===== src/rtl/amba_ahb_master.sv =====
// amba_ahb_master: pipelined AHB-Lite master turning a valid/ready command stream into bus beats.
// Define AHB_MASTER_BURST_EN to issue runs of four cmd_burst beats as INCR4 with BUSY on gaps.
module amba_ahb_master (
  input  logic        hclk,
  input  logic        hresetn,
  input  logic        cmd_valid,
  output logic        cmd_ready,
  input  logic        cmd_write,
  input  logic [31:0] cmd_addr,
  input  logic [31:0] cmd_wdata,
  input  logic [2:0]  cmd_size,
  input  logic        cmd_burst,
  output logic        rsp_valid,
  output logic [31:0] rsp_rdata,
  output logic        rsp_err,
  output logic        hsel,
  output logic [31:0] haddr,
  output logic        hwrite,
  output logic [2:0]  hsize,
  output logic [2:0]  hburst,
  output logic [3:0]  hprot,
  output logic [1:0]  htrans,
  output logic [31:0] hwdata,
  input  logic [31:0] hrdata,
  input  logic        hready,
  input  logic        hresp
);
  typedef enum logic [1:0] {S_IDLE, S_ACTIVE, S_ERR1, S_ERR2} state_t;
  state_t r_state, w_state_n;
  logic r_ready_en, r_ap_v, r_ap_seq, r_ap_inc, r_dp_v, r_dp_write, r_hwrite, r_rsp_valid, r_rsp_err;
  logic [31:0] r_haddr, r_ap_wdata, r_hwdata, r_rsp_rdata;
  logic [2:0] r_hsize;
  logic w_good, w_err1, w_err_cyc, w_ap_adv, w_dp_fin, w_acc, w_ap_n, w_dp_n, w_show;
  logic w_busy, w_seq_n, w_inc_n;
  assign w_good    = cmd_size < 3'd3;
  assign w_err1    = r_state == S_ACTIVE && r_dp_v && hresp && !hready;
  assign w_err_cyc = w_err1 || r_state == S_ERR1;
  assign w_ap_adv  = r_ap_v && hready && r_state != S_ERR1;
  assign w_dp_fin  = r_dp_v && hready;
  // an illegal-size beat is only taken with the pipe empty so its response stays in order
  assign cmd_ready = r_ready_en && !w_err_cyc && (!r_ap_v || w_ap_adv) && (w_good || (!r_ap_v && !r_dp_v));
  assign w_acc     = cmd_valid && cmd_ready;
  assign w_ap_n    = (w_acc && w_good) || (r_ap_v && !w_ap_adv);
  assign w_dp_n    = w_ap_adv || (r_dp_v && !w_dp_fin);
  assign w_show    = r_ap_v && r_state != S_ERR1;
`ifdef AHB_MASTER_BURST_EN
  logic [1:0] r_bcnt;
  logic r_single;
  always_ff @(posedge hclk or negedge hresetn) begin
    if (!hresetn) begin
      r_bcnt   <= 2'd0;
      r_single <= 1'b0;
    end else begin
      if (w_acc && w_good && cmd_burst) r_bcnt <= r_bcnt + 2'd1;
      if (w_acc && w_good && cmd_burst && r_bcnt == 2'd3) r_single <= 1'b0;
      else if (w_err1 && r_bcnt != 2'd0) r_single <= 1'b1;
    end
  end
  assign w_seq_n = cmd_burst && !r_single && r_bcnt != 2'd0;
  assign w_inc_n = cmd_burst && !r_single;
  assign w_busy  = r_bcnt != 2'd0 && !r_single && !r_ap_v && r_state != S_ERR1;
`else
  logic w_unused_burst;
  assign w_unused_burst = cmd_burst;
  assign w_seq_n = 1'b0;
  assign w_inc_n = 1'b0;
  assign w_busy  = 1'b0;
`endif
  always_ff @(posedge hclk or negedge hresetn) begin
    if (!hresetn) begin
      r_state     <= S_IDLE;
      r_ready_en  <= 1'b0;
      r_ap_v      <= 1'b0;
      r_ap_seq    <= 1'b0;
      r_ap_inc    <= 1'b0;
      r_haddr     <= 32'd0;
      r_hwrite    <= 1'b0;
      r_hsize     <= 3'd0;
      r_ap_wdata  <= 32'd0;
      r_dp_v      <= 1'b0;
      r_dp_write  <= 1'b0;
      r_hwdata    <= 32'd0;
      r_rsp_valid <= 1'b0;
      r_rsp_err   <= 1'b0;
      r_rsp_rdata <= 32'd0;
    end else begin
      r_state    <= w_state_n;
      r_ready_en <= 1'b1;
      if (w_acc && w_good) begin
        r_ap_v     <= 1'b1;
        r_haddr    <= cmd_addr;
        r_hwrite   <= cmd_write;
        r_hsize    <= cmd_size;
        r_ap_wdata <= cmd_wdata;
        r_ap_seq   <= w_seq_n;
        r_ap_inc   <= w_inc_n;
      end else if (w_ap_adv) begin
        r_ap_v <= 1'b0;
      end else if (w_err1) begin
        r_ap_seq <= 1'b0;
        r_ap_inc <= 1'b0;
      end
      if (w_ap_adv) begin
        r_dp_v     <= 1'b1;
        r_dp_write <= r_hwrite;
        if (r_hwrite) r_hwdata <= r_ap_wdata;
      end else if (w_dp_fin) begin
        r_dp_v <= 1'b0;
      end
      r_rsp_valid <= w_dp_fin || (w_acc && !w_good);
      r_rsp_err   <= w_dp_fin ? (hresp || r_state == S_ERR1) : (w_acc && !w_good);
      r_rsp_rdata <= (w_dp_fin && !r_dp_write) ? hrdata : 32'd0;
    end
  end
  // the held beat is masked to IDLE during the second error cycle
  always_comb begin
    w_state_n = r_state == S_ERR1 ? (hready ? S_ERR2 : S_ERR1) :
                w_err1 ? S_ERR1 : (w_ap_n || w_dp_n) ? S_ACTIVE : S_IDLE;
    htrans    = w_show ? (r_ap_seq ? 2'b11 : 2'b10) : w_busy ? 2'b01 : 2'b00;
    hburst    = (w_show && r_ap_inc) || w_busy ? 3'b011 : 3'b000;
    haddr     = w_busy ? r_haddr + (32'd1 << r_hsize) : r_haddr;
  end
  assign hsel      = |htrans;
  assign hwrite    = r_hwrite;
  assign hsize     = r_hsize;
  assign hprot     = 4'b0011;
  assign hwdata    = r_hwdata;
  assign rsp_valid = r_rsp_valid;
  assign rsp_err   = r_rsp_err;
  assign rsp_rdata = r_rsp_rdata;
endmodule


===== config.mk =====
export PLATFORM = sky130hd
export DESIGN_NAME = amba_ahb_master
export DESIGN_NICKNAME = d
export VERILOG_FILES = /design/src/rtl/amba_ahb_master.sv
export SDC_FILE = /design/constraint.sdc
export NUM_CORES = 1
export LEC_CHECK = 0
export CAP_MARGIN = 10
export CORE_ASPECT_RATIO = 1.5
export CORE_UTILIZATION = 35
export DETAILED_ROUTE_END_ITERATION = 12
export DONT_BUFFER_PORTS = 1
export PLACE_DENSITY = 0.57
export SYNTH_ARGS = -nofsm -noshare
export SYNTH_HDL_FRONTEND = slang
export SYNTH_SLANG_ARGS = --single-unit

===== constraint.sdc =====
create_clock -name hclk -period 3.5 [get_ports hclk]
set_input_delay 0.7 -clock hclk [delete_from_list [all_inputs] [get_ports hclk]]
set_output_delay 0.7 -clock hclk [all_outputs]
set_load 0.05 [all_outputs]

# After elaboration in Yosys (flattened, before gate mapping)
# Cells that the tools add are included.
word_totals:
  register_bits: 141
  latchBits: 0
  ramBits: 0
  rom_bits: 0
  inputBits: 106
  output_inout_bits: 113
  wordCells: 75
  mem_count: 0
classes:
  n_addsub: 0
  n_mul: 0
  div: 0
  n_lt_le_gt_ge: 1
  n_eq_ne: 4
  shift: 0
  mux: 16
  n_bitwise: 0
  n_reduce_logical: 40
op_table:
  columns: ["operator", "count"]
  rows:
  - ["32-bit two-way mux", 1]
  - ["1-bit logical AND", 18]
  - ["1-bit two-way mux", 11]
  - ["1-bit zero test", 8]
  - ["1-bit logical OR", 8]
  - ["2-bit two-way mux", 4]
  - ["2-bit nonzero test", 3]
  - ["2-bit AND reduction", 2]
  - ["3-bit by 2-bit less-than comparator with 1-bit output (second input constant)", 1]
  - ["2-bit by 1-bit equality test with 1-bit output (second input constant)", 1]
  - ["2-bit equality test (second input constant)", 1]
  - ["2-bit by 1-bit inequality test with 1-bit output (second input constant)", 1]
  - ["2-bit inequality test (second input constant)", 1]
  - ["2-bit OR reduction", 1]

# Depth between registers and ports, before layout
# Gate-level depths: netlist of the first run.
logic_depth:
  ltp_word: 16
  mapped_depth: 6
  ltp_nobuf: 4

# Least setup slack after synthesis of the first run
# No wires, ideal clock.
synth_timing:
  path_kind: "in2out"
  startpoint: "input port hready"
  endpoint: "output port cmd_ready"
  arrival_ps: 1732
  required_time_ps: 2800
  setup_slack_ps: 1068
  stages: 4
  n_path_buf: 1
  path_cell_list: "buf_2 nand2b_1 o211ai_1 nor2_1"
synth_between:
  elab_chain_len: 7
  elab_cells_between_ends: 10
  classes_between: "10 x reduce/logical"
synth_rtl:
  columns: ["item", "line_no", "source"]
  rows:
  - ["start, declared", "25", "input logic hready,"]
  - ["1-bit zero test", "36", "assign w_err1 = r_state == S_ACTIVE && r_dp_v && hresp && !hready;"]
  - ["1-bit logical AND", "36", null]
  - ["1-bit logical OR", "37", "assign w_err_cyc = w_err1 || r_state == S_ERR1;"]
  - ["1-bit zero test", "41", "assign cmd_ready = r_ready_en && !w_err_cyc && (!r_ap_v || w_ap_adv) && (w_good || (!r_ap_v && !r_dp_v));"]
  - ["1-bit logical AND", "41", null]
  - ["1-bit logical AND * (2 in a row)", "41", null]
  - ["end, declared", "7", "output logic cmd_ready,"]
# Mark *: on every way between the ends. The rest lies on a longest branch, timed or not.

# Worst setup path after layout of the first run
layout_timing:
  startpoint: "register r_state[0]"
  endpoint: "output port htrans[1]"
layout_between:
  elab_chain_len: 3
layout_rtl:
  columns: ["item", "line_no", "source"]
  rows:
  - ["start, declared", "29", "state_t r_state, w_state_n;"]
  - ["start signal, assigned", "87", "r_state <= w_state_n;"]
  - ["2-bit inequality test", "45", "assign w_show = r_ap_v && r_state != S_ERR1;"]
  - ["1-bit logical AND", "45", null]
  - ["2-bit two-way mux", "119", "htrans = w_show ? (r_ap_seq ? 2'b11 : 2'b10) : w_busy ? 2'b01 : 2'b00;"]
  - ["end, declared", "22", "output logic [1:0] htrans,"]
# No other way between the ends.

==> results of run 1 <==
[path summary, 6_finish.rpt]
kind	from	end
max in group asynchronous	hresetn	r_ap_wdata[4]
worst min register to register	r_dp_write	r_dp_write
worst min-delay path	hresetn	hwdata[21]
worst max register to register	r_state[0]	haddr[17]
min in group hclk	hready	r_dp_v
worst max-delay path	r_state[0]	htrans[1]
[flip-flops by register name, summed over array words and instances (netlist names), 2 cells and up]
name and count:
rsp_rdata 32, r_ap_wdata 32, haddr 32, hsize 3, hwdata 32, r_state 2
[power breakdown]
group          internal, mW  switching, mW  total (mW)
combinational         0.328          0.210       0.538
clock                  1.23          0.712        1.94
sequential             2.04           1.43        3.47
total                  3.59           2.35        5.95
[per-stage QoR]
step,area (um2),hold slack [ns]
after floorplan,5196,0.4044
after global placement,5330,0.4073
after detailed placement,5330,0.4058
after CTS,5976,-0.03282
after global routing,6033,0.1389
final,6033,0.1438
[layout by cell type, fill, tap and decap left out]
| master | Yosys | final |
|---|---|---|
| clkinvlp_4 | 0 | 1 |
| inv_1 | 2 | 2 |
| mux2_2 | 80 | 80 |
| clkbuf_16 | 0 | 17 |
| dfrtp_1 | 140 | 140 |
| nand2b_2 | 1 | 1 |
| buf_16 | 0 | 2 |
| nand2_1 | 5 | 5 |
| clkinv_4 | 0 | 5 |
| nand4b_1 | 2 | 2 |
| buf_4 | 11 | 3 |
| nor2_1 | 3 | 3 |
| clkbuf_8 | 0 | 1 |
| nor2b_1 | 1 | 1 |
| conb_1 | 2 | 9 |
| a21oi_1 | 1 | 1 |
| inv_6 | 0 | 4 |
| a21o_1 | 1 | 1 |
| o21ai_0 | 5 | 5 |
| mux2_1 | 19 | 19 |
| a21oi_2 | 1 | 1 |
| nand2b_1 | 1 | 1 |
| buf_12 | 0 | 1 |
| o211ai_1 | 1 | 1 |
| nand4_1 | 1 | 1 |
| bufinv_16 | 0 | 4 |
| diode_2 | 0 | 1 |
| o31a_1 | 1 | 1 |
| nand3_1 | 2 | 2 |
| and2_1 | 33 | 33 |
| a211oi_4 | 0 | 1 |
| o21ai_2 | 1 | 1 |
[final cells by class]
type,count,area [um2]
tap,196,245.2
timing repair buffer,6,97.59
clock buffer,18,439.2
sequential,140,3503
antenna,1,2.502
clock inverter,14,206.4
multi-input combinational,169,1531
fill,1372,8426
inverter,2,7.507
[kinds of logic after synthesis]
family                 after synthesis
AOI/OAI and AO/OA                   12
buffers and inverters               26
DFF                                140
muxes                               99
other                                2
and+or+nand+nor                     49
[critical path: stages (launching register included)]
cell and delay (ns):
dfrtp_1 0.34, nand2b_2 0.19, and2_1 0.80
[metal layers]
layer	vias up	share of wire (%)	global-route usage, %
met5	-	0	0
met4	0	1.9	6.304
met3	10	6.7	4.615
met2	108	55	20.92
met1	1332	37	13.82
li1	1115	-	-
==> flow_summary.json, run 1 <==
{
  "outcome": "finished clean",
  "min_period_ns": 2.433,
  "worstSetupPathType": "reg -> out",
  "hold_violations": 0,
  "yosys-top-cells-area": "dfrtp_1 (68%), mux2_2 (17%), mux2_1 (4.1%), and2_1 (4.0%), buf_4 (1.6%)",
  "wl_per_cell_um": 17.92,
  "critPathMaxFanout": 7,
  "cp-end-kind": "primary output",
  "row_count": 54,
  "yosysWarnings": 0,
  "grt_pass1_vias": 2660,
  "post_synth_instance_area_mm2": 0.005170,
  "pin_count": 219,
  "fp.dieArea_mm2": 0.01527,
  "synth_seq_cells": 140,
  "skew_ns": 0.006432,
  "dp.cells": 511,
  "rsz0062_at_grt": "false",
  "syn_area_per_cell_um2": 15.76,
  "synth_mux_area_share_pct": 21.56,
  "fin_ws_ns": 1.067,
  "drc": 0,
  "dp_hpwl_mm": 6.416,
  "initial_core_util_pct": 35.76,
  "port-buffer-count": 0,
  "synth_compound_area_share_pct": 1.621,
  "instances_no_fill": 546,
  "ant_nets": 0,
  "grt-ovfl-total": 0,
  "reg2reg_slack_ns": 1.61,
  "grt_usage_pct": 12.49,
  "clock_latency_ns": 0.40,
  "clk_pin_slew_worst_paths_ns": 0.06,
  "pre_cts_ws_ns": 1.237,
  "gp_congestion": 0.7200,
  "r2r_cells": 5,
  "synth_xor_area_share_pct": 0,
  "cts_tree": "yes",
  "cp.arrival_ns": 1.73,
  "drive_above_1_share_pct": 34.96,
  "synth_cell_types": 26,
  "worstMarginPinSlew_ns": 0.9787,
  "die_w_um": 101.2,
  "synth_edf_count": 0,
  "area_growth_pct": 16.70,
  "yosys_most_used_dff": "dfrtp_1",
  "yosys-top-cells-count": "dfrtp_1 (140), mux2_2 (80), and2_1 (33), mux2_1 (19), buf_4 (11)",
  "yosysMostFrequentCell": "dfrtp_1",
  "ys_seq_area_share_pct": 67.76,
  "synthArstFlopShare_pct": 100.0,
  "finalSetupTns_ns": 0,
  "fin_util_pct": 41.73,
  "cts_setup_buffers": 0,
  "clkSinkCount": 140,
  "syn_inst": 328,
  "final_nets": 442,
  "routed_wl_mm": 9.787,
  "relSlewSlack_pct": 35.21,
  "h-tree-depth": 4,
  "synth-simple-area-share_pct": 5.639,
  "powerDensity_mw_per_mm2": 985.5,
  "via_count": 2565,
  "synth_top_area_share_pct": 67.76,
  "core_area_mm2": 0.01446,
  "period_share_pct": 69.52,
  "grt_max_degree": 141,
  "cts_made_buffers": 17,
  "cp.required_ns": 2.80,
  "setup_viol": 0,
  "first_pass_iters": 6,
  "worstSetupStartpointType": "flop",
  "viasPerCell": 4.698,
  "cts_root_buf": "clkbuf_16",
  "clk_path_buf_depth": 2,
  "slew_viol_final": 0,
  "yosysTopAreaCell": "dfrtp_1",
  "drv_cap": 0,
  "p_leak_nw": 2.731,
  "cts_resized": 0,
  "dr.first_iter.drc_count": 43,
  "antenna_found_initial": 1,
  "peakVddDrop_v": 0.0002824,
  "grt_pass1_wl_mm": 14.01,
  "die_y_um": 150.9,
  "fmax_ghz": 0.4110,
  "power_mw": 5.946,
  "hold_path_class": "in -> async",
  "synth_top_family_by_area": "multiplexers",
  "synthAdderAreaFrac_pct": 0
}
Power figures use the tool's default switching activity.
==> run 2: changes to the inputs <==
- ABC_AREA: unset -> 1
- clock period: 3.5 -> 2.45 ns (I/O delays scaled with it)
==> run 2 against run 1 <==
The flow now finishes with violations (hold timing). Largest power group unchanged. Hold slack worse by 0.37 ns. Clock power up 31%. Combinational power up 140%. Die area up 4.7%. Utilization down 0.86 points. Via count up 25%. Clock skew up 0.0075 ns. Non-clock buffer count up 1.
==> flow_summary.json, run 2 <==
{
  "port-buffer-count": 0,
  "yosys-top-cells-area": "dfrtp_1 (65%), inv_1 (7.6%), mux2_2 (6.7%), nand2_1 (5.3%), o21ai_0 (3.6%)",
  "cts_root_buf": "clkbuf_16",
  "core_area_mm2": 0.01507,
  "syn_inst": 511,
  "hold_violations": 140,
  "period_share_pct": 86.49,
  "gp_congestion": 0.7499,
  "grt-ovfl-total": 0,
  "grt_pass1_vias": 3335,
  "finalInstanceArea_mm2": 0.006160,
  "setup_viol": 0,
  "drive_above_1_share_pct": 18.06,
  "row_count": 55,
  "antenna_cells": 0,
  "yosysMostFrequentCell": "dfrtp_1",
  "yosysWarnings": 0,
  "p_leak_nw": 3.366,
  "yosysTopAreaCell": "dfrtp_1",
  "dp_hpwl_mm": 7.329,
  "drc": 0,
  "hold_path_class": "in -> async",
  "yosys-top-cells-count": "dfrtp_1 (140), inv_1 (109), nand2_1 (77), o21ai_0 (39), nor2_1 (33)",
  "synthArstFlopShare_pct": 100.0,
  "clk_path_buf_depth": 2,
  "r2r_cells": 8,
  "yosys_most_used_dff": "dfrtp_1",
  "grt_usage_pct": 14.11,
  "clk_pin_slew_worst_paths_ns": 0.06,
  "cts_made_buffers": 17,
  "rsz0062_at_grt": "false",
  "worstMarginPinSlew_ns": 0.5442,
  "powerDensity_mw_per_mm2": 1596,
  "layout_common_cells": "dfrtp_1 (140), inv_1 (109), nand2_1 (77)",
  "power_mw": 9.832,
  "worstSetupStartpointType": "flop",
  "instances_no_fill": 725,
  "cts_tree": "yes",
  "synth_cell_types": 22,
  "violations": "hold timing",
  "whs_ns": -0.2230,
  "routed_wl_mm": 10.63,
  "grt_max_degree": 141,
  "dp.cells": 694,
  "ant_nets": 0,
  "final_common_cell": "dfrtp_1",
  "ys_seq_area_share_pct": 64.68,
  "fillerInstances": 1464,
  "post_synth_instance_area_mm2": 0.005416,
  "via_count": 3203,
  "area_growth_pct": 13.72,
  "initial_core_util_pct": 35.94,
  "critPathMaxFanout": 4,
  "cp.arrival_ns": 1.63,
  "synth_top_area_share_pct": 64.68,
  "finalSetupTns_ns": 0,
  "final_nets": 620,
  "wl_per_cell_um": 14.66,
  "cp-end-kind": "primary output",
  "die_y_um": 154.4,
  "dr.first_iter.drc_count": 243,
  "grt_pass1_wl_mm": 17.46,
  "peakVddDrop_v": 0.0005382,
  "outcome": "complete, but fails checks",
  "skew_ns": 0.01395,
  "regArea_mm2": 0.003503,
  "drv_cap": 0,
  "slew_viol_final": 0,
  "synth_seq_cells": 140,
  "syn_area_per_cell_um2": 10.60,
  "fmax_ghz": 0.4719,
  "viasPerCell": 4.418,
  "fp.dieArea_mm2": 0.01599,
  "clock_latency_ns": 0.41,
  "pin_count": 219,
  "cp.required_ns": 1.96,
  "synth_edf_count": 0,
  "antenna_found_initial": 0,
  "h-tree-depth": 4,
  "place_area_mm2": 0.005569,
  "multiInputGateArea_mm2": 0.001330,
  "worstSetupPathType": "reg -> out",
  "first_pass_iters": 4,
  "die_w_um": 103.6,
  "relSlewSlack_pct": 63.72,
  "clkSinkCount": 140,
  "min_period_ns": 2.119
}
run 2: final timing paths:
check | startpoint | end | slack (ns)
setup reg to reg | r_ap_v | haddr[13] | 0.61
min in group hclk | hrdata[18] | rsp_rdata[18] | 0.17
hold / removal | hresetn | hwdata[15] | -0.22
hold reg to reg | r_ap_wdata[3] | r_ap_wdata[3] | 0.48
max in group asynchronous | hresetn | r_ap_wdata[26] | 2.49
setup / recovery | r_state[1] | cmd_ready | 0.33
run 2: final cells by class:
class,count,share of cell area [%]
clock buffer,19,7.353
clock inverter,12,2.234
inverter,109,6.642
multi-input combinational,239,21.59
sequential,140,56.88
tap,199,4.042
timing repair buffer,7,1.259
run 2: stage by stage:
step / util (%) / hold WS [ns] / setup WS, ns
6_report: 40.87 / -0.2230 / 0.3311
5_1_grt: 40.87 / -0.2510 / 0.2170
4_1_cts: 40.87 / -0.2446 / 0.2989
3_5_place_dp: 36.95 / 0.1972 / 0.5439
3_3_place_gp: 36.95 / 0.1968 / 0.5731
2_1_floorplan: - / 0.1944 / 0.2179
run 2: logic make-up (layout without fill, tap and decap cells):
group | after synthesis | count (layout) | synth area share (%)
flops | 140 | 140 | 64.68
other cells | 2 | 9 | 0.1387
compound gates | 71 | 71 | 7.369
buf+inv | 139 | 147 | 11.41
mux | 32 | 32 | 6.653
simple gates | 127 | 127 | 9.748
run 2: timing repair:
| action | CTS | global route |
|---|---|---|
| endpoints found under the hold margin | 140 | 140 |
| buffers inserted | 0 | 0 |
| resized for setup | 0 | 0 |
run 2: power by group:
group	total, mW	switching, mW	internal, mW
Clock	2.55	0.994	1.56
Sequential	6.01	2.83	3.18
Combinational	1.27	0.663	0.611
run 2: critical path, cell delays in order, from the launching register on:
cell	delay (ns)
dfrtp_1	0.37
inv_1	0.08
nor2_2	0.06
nor2_4	0.08
nand2_1	0.10
nand2_1	0.16
nand2_1	0.07
nor2_1	0.08
buf_4	0.21
run 2: metal layers:
metal	wire (um)	part of all wire [%]	track usage (%)	vias to the layer above
met1	4259	40	16.33	1533
met2	5474	51	23.39	138
met4	216	2.0	6.901	0
li1	-	-	-	1522
met3	680	6.4	4.762	10
met5	0	0	0	-
==> run 3: changes to the inputs <==
- ABC_AREA: 1 -> 0
==> run 3 against run 2 <==
Register-to-register slack lost 0.05 ns. Utilization grew 0.22 points. The run still ends with hold timing left. Design area shrank 3.5%. Power shrank 16%. Final cell count shrank 25%. Flip-flop and latch count is the same. Setup slack gained 0.11 ns. Highest routed layer unchanged. Hold slack gained 0.0011 ns.
==> flow_summary.json, run 3 (synthesis gave the netlist of run 1 again) <==
{
  "outcome": "complete, but fails checks",
  "violations": "hold timing",
  "drive_above_1_share_pct": 34.96,
  "antenna_cells": 0,
  "cts_tree": "yes",
  "grt_usage_pct": 12.42,
  "row_count": 54,
  "cts_setup_buffers": 0,
  "worstSetupPathType": "reg -> out",
  "skew_ns": 0.005717,
  "slowest_delay_ns": 0.38,
  "relSlewSlack_pct": 64.57,
  "rsz0062_at_grt": "false",
  "area_growth_pct": 14.93,
  "clk_pin_slew_worst_paths_ns": 0.06,
  "cp_slowest_cell": "dfrtp_1",
  "r2r_end": "haddr[4]",
  "wl_per_cell_um": 17.71,
  "hold_violations": 140,
  "h-tree-depth": 4,
  "cp.arrival_ns": 1.52,
  "first_pass_iters": 4,
  "die_y_um": 150.9,
  "clk_path_buf_depth": 2,
  "cts_made_buffers": 17,
  "pre_cts_ws_ns": 0.3796,
  "core_area_mm2": 0.01446,
  "routed_wl_mm": 9.654,
  "drv_cap": 0,
  "multiInputGateArea_mm2": 0.001531,
  "fin_ws_ns": 0.4409,
  "whs_ns": -0.2219,
  "finalSetupTns_ns": 0,
  "ant_nets": 0,
  "fp.dieArea_mm2": 0.01527,
  "slew_viol_final": 0,
  "grt_pass1_wl_mm": 14.06,
  "fillerInstances": 1371,
  "via_count": 2568,
  "drc": 0,
  "cts_resized": 0,
  "place_area_mm2": 0.005345,
  "grt_max_degree": 141,
  "min_period_ns": 2.009,
  "period_share_pct": 82.01,
  "initial_core_util_pct": 35.76,
  "r2r_cells": 5,
  "pin_count": 219,
  "die_w_um": 101.2,
  "antenna_found_initial": 0,
  "viasPerCell": 4.712,
  "cp-end-kind": "primary output",
  "p_leak_nw": 2.694,
  "port-buffer-count": 0,
  "final_common_cell": "dfrtp_1",
  "critPathMaxFanout": 2,
  "power_mw": 8.239,
  "cts_root_buf": "clkbuf_16",
  "fmax_ghz": 0.4977,
  "dr.first_iter.drc_count": 59,
  "powerDensity_mw_per_mm2": 1387,
  "r2r_start": "r_state[1]",
  "cp.required_ns": 1.96,
  "grt_pass1_vias": 2667,
  "dp_hpwl_mm": 6.447,
  "worstMarginPinSlew_ns": 0.5315,
  "clkSinkCount": 140,
  "reg2reg_slack_ns": 0.56,
  "hold_path_class": "in -> async",
  "finalInstanceArea_mm2": 0.005942,
  "gp_congestion": 0.7405,
  "fin_util_pct": 41.10,
  "grt-ovfl-total": 0,
  "clock_latency_ns": 0.40,
  "path_cells": "nand4b_1, o211ai_1, nor2_1, buf_4",
  "peakVddDrop_v": 0.0004827,
  "worstSetupStartpointType": "flop",
  "setup_viol": 0,
  "layout_common_cells": "dfrtp_1 (140), mux2_2 (80), and2_1 (33)",
  "regArea_mm2": 0.003503,
  "final_nets": 442
}
[run 3: cell types whose count changed in the layout (fill, tap and decap cells not counted), sizes merged, moves of 2 or more]
| cell | before | now |
|---|---|---|
| o21ai | 69 | 6 |
| inv | 112 | 7 |
| nor2 | 36 | 3 |
| nand2b | 0 | 2 |
| nand2 | 87 | 5 |
| mux2 | 32 | 99 |
| and2 | 0 | 33 |
| nand4b | 0 | 2 |
[run 3: layout make-up]
type | count | area share (%)
sequential | 140 | 58.96
multi-input combinational | 169 | 25.77
clock buffer | 18 | 7.391
tap | 196 | 4.127
clock inverter | 14 | 2.653
timing repair buffer | 6 | 0.9686
inverter | 2 | 0.1263
[run 3: where the power goes]
group	internal [mW]	switching, mW
Combinational	0.463	0.259
Sequential	2.91	2.04
Clock	1.55	1.02
[run 3: worst max path at each step]
stage / end / cells past startpoint / slack (ns) / startpoint
4_1_cts: cmd_ready / 4 / 0.41 / r_state[1]
3_5_place_dp: haddr[4] / 5 / 0.38 / cmd_size[0]
6_report: cmd_ready / 4 / 0.44 / r_state[1]
5_1_grt: cmd_ready / 4 / 0.34 / r_state[1]
2_1_floorplan: cmd_ready / 4 / 0.44 / hready
3_3_place_gp: haddr[18] / 5 / 0.40 / cmd_size[0]
[run 3: stage by stage]
step,cells,hold slack [ns]
after global routing,545,-0.2518
final,545,-0.2219
after global placement,513,0.1974
after floorplan,335,0.1944
after detailed placement,513,0.1958
after CTS,545,-0.2446
[run 3: worst max-delay path: cells and delay by family (launching register included)]
kind                   cells  cell delay, ns
and+or+nand+nor            2            0.30
DFF                        1            0.38
buffers and inverters      1            0.19
AOI/OAI and AO/OA          1            0.25
[run 3: layer usage]
metal | vias up | track usage [%] | wire, um
met5 | - | 0 | 0
met2 | 110 | 20.65 | 5242
met4 | 0 | 6.594 | 225
met3 | 14 | 4.753 | 660
met1 | 1332 | 13.62 | 3526
li1 | 1112 | - | -
